--- src/rtl/alluvial_driver.sv ---
// Command driver for an external combinational ALU: latches operands, waits a
// settle window, then queues {result, carry-error} into a response FIFO.
module alluvial_driver #(
  parameter int SETTLE    = 1,
  parameter int RSP_DEPTH = 4
) (
  input  logic        clk,
  input  logic        rst_n,
  input  logic        cmd_valid,
  output logic        cmd_ready,
  input  logic [31:0] cmd_op,
  input  logic [7:0]  cmd_a,
  input  logic [7:0]  cmd_b,
  output logic [31:0] alu_op,
  output logic [7:0]  alu_a,
  output logic [7:0]  alu_b,
  input  logic [7:0]  alu_result,
  input  logic        alu_error,
  output logic        rsp_valid,
  input  logic        rsp_ready,
  output logic [7:0]  rsp_result,
  output logic        rsp_error,
  output logic [7:0]  err_count,
  input  logic        clr_err,
  output logic        busy
);

  localparam int PTR_W = (RSP_DEPTH > 1) ? $clog2(RSP_DEPTH) : 1;
  localparam logic [PTR_W:0] DEPTH_C  = (PTR_W + 1)'(RSP_DEPTH);
  localparam logic [3:0]     SETTLE_C = 4'(SETTLE);

  typedef enum logic {IDLE, DRIVE} state_t;

  state_t            state_q, state_d;
  logic [3:0]        settle_q, settle_d;
  logic [31:0]       alu_op_q, alu_op_d;
  logic [7:0]        alu_a_q, alu_a_d;
  logic [7:0]        alu_b_q, alu_b_d;
  logic [8:0]        mem_q [RSP_DEPTH];
  logic [8:0]        mem_d [RSP_DEPTH];
  logic [PTR_W-1:0]  wr_ptr_q, wr_ptr_d;
  logic [PTR_W-1:0]  rd_ptr_q, rd_ptr_d;
  logic [PTR_W:0]    count_q, count_d;
  logic [7:0]        err_q, err_d;
  logic              ready_en_q, ready_en_d;

  logic fifo_empty;
  logic fifo_full;
  logic accept;
  logic push;
  logic pop;
  logic push_err;

  always_comb begin
    state_d    = state_q;
    settle_d   = settle_q;
    alu_op_d   = alu_op_q;
    alu_a_d    = alu_a_q;
    alu_b_d    = alu_b_q;
    mem_d      = mem_q;
    wr_ptr_d   = wr_ptr_q;
    rd_ptr_d   = rd_ptr_q;
    count_d    = count_q;
    err_d      = err_q;
    ready_en_d = 1'b1;
    push       = 1'b0;

    fifo_empty = (count_q == '0);
    fifo_full  = (count_q == DEPTH_C);
    // ready_en_q holds cmd_ready low until the first edge after reset release
    cmd_ready  = ready_en_q && (state_q == IDLE) && !fifo_full;
    accept     = cmd_valid && cmd_ready;
    pop        = !fifo_empty && rsp_ready;
    push_err   = (alu_op_q == 32'd0) && alu_error;

    case (state_q)
      IDLE: begin
        if (accept) begin
          alu_op_d = cmd_op;
          alu_a_d  = cmd_a;
          alu_b_d  = cmd_b;
          settle_d = SETTLE_C;
          state_d  = DRIVE;
        end
      end
      DRIVE: begin
        settle_d = settle_q - 4'd1;
        if (settle_q <= 4'd1) begin
          push    = 1'b1;
          state_d = IDLE;
        end
      end
      default: state_d = IDLE;
    endcase

    if (push) begin
      mem_d[wr_ptr_q] = {alu_result, push_err};
      wr_ptr_d        = wr_ptr_q + 1'b1;
    end
    if (pop) begin
      rd_ptr_d = rd_ptr_q + 1'b1;
    end
    case ({push, pop})
      2'b10:   count_d = count_q + 1'b1;
      2'b01:   count_d = count_q - 1'b1;
      default: count_d = count_q;
    endcase

    // Clear has priority, so a carry landing on the clear edge is dropped
    if (clr_err) begin
      err_d = 8'd0;
    end else if (push && push_err && (err_q != 8'hFF)) begin
      err_d = err_q + 8'd1;
    end
  end

  always_ff @(posedge clk or negedge rst_n) begin
    if (!rst_n) begin
      state_q    <= IDLE;
      settle_q   <= 4'd0;
      alu_op_q   <= 32'd0;
      alu_a_q    <= 8'd0;
      alu_b_q    <= 8'd0;
      mem_q      <= '{default: '0};
      wr_ptr_q   <= '0;
      rd_ptr_q   <= '0;
      count_q    <= '0;
      err_q      <= 8'd0;
      ready_en_q <= 1'b0;
    end else begin
      state_q    <= state_d;
      settle_q   <= settle_d;
      alu_op_q   <= alu_op_d;
      alu_a_q    <= alu_a_d;
      alu_b_q    <= alu_b_d;
      mem_q      <= mem_d;
      wr_ptr_q   <= wr_ptr_d;
      rd_ptr_q   <= rd_ptr_d;
      count_q    <= count_d;
      err_q      <= err_d;
      ready_en_q <= ready_en_d;
    end
  end

  assign alu_op     = alu_op_q;
  assign alu_a      = alu_a_q;
  assign alu_b      = alu_b_q;
  assign rsp_valid  = (count_q != '0);
  assign rsp_result = (count_q != '0) ? mem_q[rd_ptr_q][8:1] : 8'd0;
  assign rsp_error  = (count_q != '0) ? mem_q[rd_ptr_q][0] : 1'b0;
  assign err_count  = err_q;
  assign busy       = (state_q == DRIVE);

endmodule

--- config.mk ---
export PLATFORM = sky130hd
export DESIGN_NAME = alluvial_driver
export DESIGN_NICKNAME = d
export VERILOG_FILES = /design/src/rtl/alluvial_driver.sv
export SDC_FILE = /design/constraint.sdc
export NUM_CORES = 1
export LEC_CHECK = 0
export ABC_CLOCK_PERIOD_IN_PS = 2850
export CORE_ASPECT_RATIO = 1.75
export CORE_MARGIN = 5
export CORE_UTILIZATION = 48
export DETAILED_ROUTE_END_ITERATION = 8
export GPL_ROUTABILITY_DRIVEN = 0
export PLACE_DENSITY = 0.86
export SLEW_MARGIN = 20
export SYNTH_ARGS = -nofsm -noshare
export SYNTH_HDL_FRONTEND = slang
export SYNTH_SLANG_ARGS = --single-unit
--- constraint.sdc ---
create_clock -name clk -period 2.85 [get_ports clk]
set_input_delay 0.285 -clock clk [delete_from_list [all_inputs] [get_ports clk]]
set_output_delay 0.285 -clock clk [all_outputs]
set_load 0.02 [all_outputs]
; After elaboration in Yosys (flattened, before gate mapping)
; Index checks and enable logic that the tools add are counted.
; Widths: inputs -> output; s select.
[classes]
n_eq_ne = 5
n_reduce_logical = 16
bitwise = 3
div_mod_pow = 0
multipliers = 0
addsub = 6
n_mux = 18
n_shift = 0
order_cmp = 4
[op_table]
columns = cell, count
row1 = $bwmux 36, 1
row2 = $logic_not 32->1, 1
row3 = $mux 9, 3
row4 = $mux 8, 3
row5 = $bmux 9 s2, 1
row6 = $demux 9 s2, 1
row7 = $add 8x1->8 const B, 1
row8 = $logic_and 1x1->1, 8
row9 = $ne 8x8->1 const B, 1
row10 = $pmux 4 s2, 1
row11 = $ge 3x3->1 const B, 2
row12 = $not 2->3, 2
row13 = $pmux 3 s2, 1
row14 = $mux 1, 5
row15 = $add 2x1->2 const B, 2
row16 = $le 4x1->1 const B, 1
row17 = $mux 4, 1
row18 = $reduce_bool 2->1, 2
row19 = $sub 4x1->4 const B, 1
row20 = $add 3x1->3 const B, 1
row21 = $eq 3x3->1 const B, 1
row22 = $logic_not 3->1, 1
row23 = $lt 3x1->1 const B, 1
row24 = $reduce_bool 3->1, 1
row25 = 8 further kinds, 9
[totals]
wordCells = 66
memories = 0
mem_bits_ro = 0
reg_bits = 105
mem_bits_rw = 0
out_inout_bits = 68
latch_bits = 0
input_bits = 62

; Longest topological paths before layout
[depth]
ltp_word = 7
ltp_mapped = 11
mapped_depth_nobuf = 10

; Worst setup path after synthesis
; Ideal clock, no wire load.
[synth_timing]
kind = flip-flop to flip-flop
start = register settle_q[0]
end = register count_q[2]
t_arrival_ns = 2.063
required_ns = 2.771
path_stages_with_launch = 12
setup_slack_ns = 0.708
n_path_buf = 1
period_less_slack_ns = 2.142
cell_sequence = dfrtp_1 inv_1 ha_1 o211a_1 buf_2 inv_1 ha_1 inv_1 fa_1 xor2_1 nor2_1 xor2_1
[synth_between]
elab_chain_len = 5
word_cells_on_any_way = 7
cone_classes = 1 x order compare / 2 x eq/ne / 3 x mux / 1 x reduce/logical
[synth_rtl]
columns = item, line
row1 = from (decl), 35  ; logic [3:0] settle_q, settle_d;
row2 = from (signal assigned), 132  ; settle_q <= settle_d;
row3 = $le 4x1->1 *, 88  ; if (settle_q <= 4'd1) begin
row4 = $mux 1 *, 88
row5 = $mux 1 *, 76  ; case (state_q)
row6 = $eq 2x1->1 or $eq 2x2->1 (tied branches), 103  ; case ({push, pop})
row7 = $pmux 3 s2 or $reduce_bool 2->1 (tied branches), --
row8 = to (signal assigned), 139  ; count_q <= count_d;
row9 = to (decl), 43  ; logic [PTR_W:0] count_q, count_d;
; Every way passes the cells marked *; elsewhere a longest branch is shown, timed or not.
; A chain may end at the register's enable or synchronous reset.

; Worst setup path in the final report
[layout_timing]
start = register rd_ptr_q[0]
end = output rsp_error
[layout_between]
elab_chain_len = 5
[layout_rtl]
columns = item, line
row1 = from (decl), 42  ; logic [PTR_W-1:0] rd_ptr_q, rd_ptr_d;
row2 = from (signal assigned), 138  ; rd_ptr_q <= rd_ptr_d;
row3 = $not 2->3 (not written as such), 150  ; assign rsp_error = (count_q != '0) ? mem_q[rd_ptr_q][0] : 1'b0;
row4 = $bmux 9 s2, 150
row5 = $mux 9 (not written as such) (2 in series), 150
row6 = $mux 1, 150
row7 = to (decl), 22  ; output logic rsp_error,
; No other way between the ends. The select of a mux whose other input is x is not followed.

==> flow_metrics.env <==
export IMPL_grt_setup_unrepaired="false"
export IMPL_synth_area_leaders="dfrtp_1 (57%), mux2_2 (21%), mux4_2 (4.4%)"
export IMPL_p_per_area_mw_per_mm2=1120
export IMPL_grt_max_degree=60
export IMPL_n_antenna_cell=0
export IMPL_yosysMostFrequentCell="dfrtp_1"
export IMPL_syn_avg_cell_area_sq_um=14.2
export IMPL_fill_cells=708
export IMPL_multi_input_area_sq_mm=0.00189
export IMPL_hold_class="flip-flop to flip-flop"
export IMPL_run_status="complete, no violations"
export IMPL_ys_warn_count=0
export IMPL_max_freq_ghz=0.393
export IMPL_utilization_pct=67.5
export IMPL_cts_root_buf="clkbuf_16"
export IMPL_ant_nets=0
export IMPL_syn_area_sq_mm=0.00460
export IMPL_grt_pass1_wl_mm=17.0
export IMPL_ys_top_cells_by_count="dfrtp_1 (105), mux2_2 (85), nand2_1 (14)"
export IMPL_dp_cells=567
export IMPL_min_from="mem_q[15]$_DFFE_PN0P_"
export IMPL_dieArea_sq_mm=0.0117
export IMPL_cts_buffers=9
export IMPL_viasPerCell=5.32
export IMPL_clk_path_buf_depth=2
export IMPL_required_ns=2.57
export IMPL_p_total_mw=7.14
export IMPL_slew_viol_final=0
export IMPL_yosysTopAreaCellShare_pct=57.1
export IMPL_num_vias=3096
export IMPL_drive_gt1_share_pct=25.9
export IMPL_track_usage_pct=18.4
export IMPL_timing_final_crit_period_ns=2.55
export IMPL_tightest_slew_ns=0.619
export IMPL_path_class="flip-flop to output port"
export IMPL_path_max_fanout=6
export IMPL_grt_pass1_vias=3522
export IMPL_wl_per_cell_microns=17.7
export IMPL_ios=130
export IMPL_antenna_found_initial=0
export IMPL_die_w_microns=84.0
export IMPL_dp_hpwl_mm=7.69
export IMPL_crit_path_end_kind="output port"
export IMPL_rr_startpoint="settle_q[0]$_DFFE_PN0P_"
export IMPL_area_delta_synth_final_pct=38.1
export IMPL_drv_cap=0
export IMPL_clk_latency_ns=0.34
export IMPL_drtIter0Drc=79
export IMPL_synthCells=323
export IMPL_drt_wl_total_mm=10.3
export IMPL_synth_cell_type_count=35
export IMPL_drc=0
export IMPL_nNetsFinal=528
export IMPL_final_area_sq_mm=0.00635
export IMPL_portBuffers=129
export IMPL_placed_cell_area_sq_mm=0.00606
export IMPL_ff_latch_area_sq_mm=0.00263
export IMPL_holdWs_ns=0.498
export IMPL_arrival_ns=2.26
export IMPL_final_cells=582
export IMPL_power_leakage_nw=2.66
export IMPL_ys_ff_latch=105
export IMPL_cts_num_sinks=105
export IMPL_hold_viol_final=0
export IMPL_num_rows=47
export IMPL_fin_ws_ns=0.303
export IMPL_startpoint_type="flip-flop"
export IMPL_core_sq_mm=0.00941
export IMPL_detailedPlace_worstSlack_ns=0.402
export IMPL_synth_edf_count=0
export IMPL_async_flop_share_pct=100
export IMPL_setup_tns_final_ns=0
export IMPL_startpoint="rd_ptr_q[0]$_DFFE_PN0P_"
export IMPL_synth_nets=394
export IMPL_vdd_drop_max_v=0.000621
export IMPL_synth_largest_area_cell="dfrtp_1"
export IMPL_ys_seq_area_share_pct=57.1
export IMPL_dominantRegCellSynth="dfrtp_1"
export IMPL_fin_worst_skew_ns=0.00589
export IMPL_die_y_microns=139
export IMPL_slew_headroom_pct=58.7
export IMPL_start_util_pct=48.9
export IMPL_dr_pass1_iters=4
export IMPL_path_clk_slew_ns=0.06
export IMPL_setup_viol=0
export IMPL_fin_crit_sh_pct=89.4
export IMPL_htreeDepth=3
export IMPL_cts_tree="done"
export IMPL_grt_overflow_total=0
==> layer usage <==
| layer | routed length (microns) | GRT usage, % | part of all wire (%) | up-vias |
|---|---|---|---|---|
| li1 | - | - | - | 1427 |
| met2 | 5760 | 34.3 | 56 | 117 |
| met5 | 0 | 0 | 0 | - |
| met4 | 218 | 7.29 | 2.1 | 0 |
| met3 | 693 | 5.32 | 6.7 | 16 |
| met1 | 3640 | 19.0 | 35 | 1536 |
==> registers in the layout, summed over array words and instances (netlist names), 3 cells and up <==
signal     cells
err_count      8
alu_op        32
count_q        3
alu_b          8
mem_q         36
alu_a          8
settle_q       4
==> what timing repair did <==
item / in CTS / in global routing
hold endpoints to repair: 46 / 0
hold buffers: 1 / 0
resized for setup: 0 / 0
buffers inserted: 0 / 0
==> cell type report <==
cell class,count,share of cell area [%]
clock inverters,3,0.670
clock buffers,11,3.82
repair buffers,135,21.4
inverters,10,0.591
flip-flops and latches,105,41.4
well taps,122,2.40
multi-input cells,196,29.7
==> where the power goes <==
part	total [mW]	leakage, nW	internal (mW)	switching, mW
combinational	3.30	1.26	1.85	1.45
sequential	2.65	1.26	2.17	0.479
clock	1.19	0.137	0.694	0.498
total	7.14	2.66	4.71	2.42
==> kinds of logic after synthesis <==
group	count (synthesis)	share of synthesized area [%]
XOR/XNOR	8	1.52
adder cells (fa/ha/maj)	9	2.61
buffers and inverters	22	1.88
AND/OR/NAND/NOR	60	8.13
other	1	0.0815
AO/OA/AOI/OAI	22	2.99
flip-flops	105	57.1
multiplexers	96	25.7
==> critical path, stage by stage (launching register included) <==
cell and delay [ns]:
dfrtp_1 0.56, buf_12 0.18, mux4_2 0.48, and2_1 0.17, clkdlybuf4s50_1 0.54
==> layout by cell type, fill, tap and decap left out, types with 5 or more instances in the layout <==
cell | synthesis | layout
ha_1 | 8 | 8
clkdlybuf4s50_1 | 0 | 128
dfrtp_1 | 105 | 105
a21oi_1 | 10 | 10
and2_1 | 11 | 11
mux2_2 | 85 | 85
nand2_1 | 14 | 13
inv_1 | 10 | 10
clkbuf_16 | 0 | 9
mux4_2 | 9 | 9
o21ai_0 | 5 | 5
==> worst paths after layout <==
path,endpoint,slack (ns),cells past startpoint
min in group asynchronous,mem_q[19]$_DFFE_PN0P_,0.51,2
worst max register to register,count_q[2]$_DFFE_PN0P_,0.56,10
worst min register to register,mem_q[15]$_DFFE_PN0P_,0.50,1
max in group asynchronous,busy$_DFF_PN0_,1.61,3
worst max-delay path,rsp_error,0.30,4
worst min-delay path,mem_q[15]$_DFFE_PN0P_,0.50,1
Note: power is estimated with default switching activity, not from simulation.
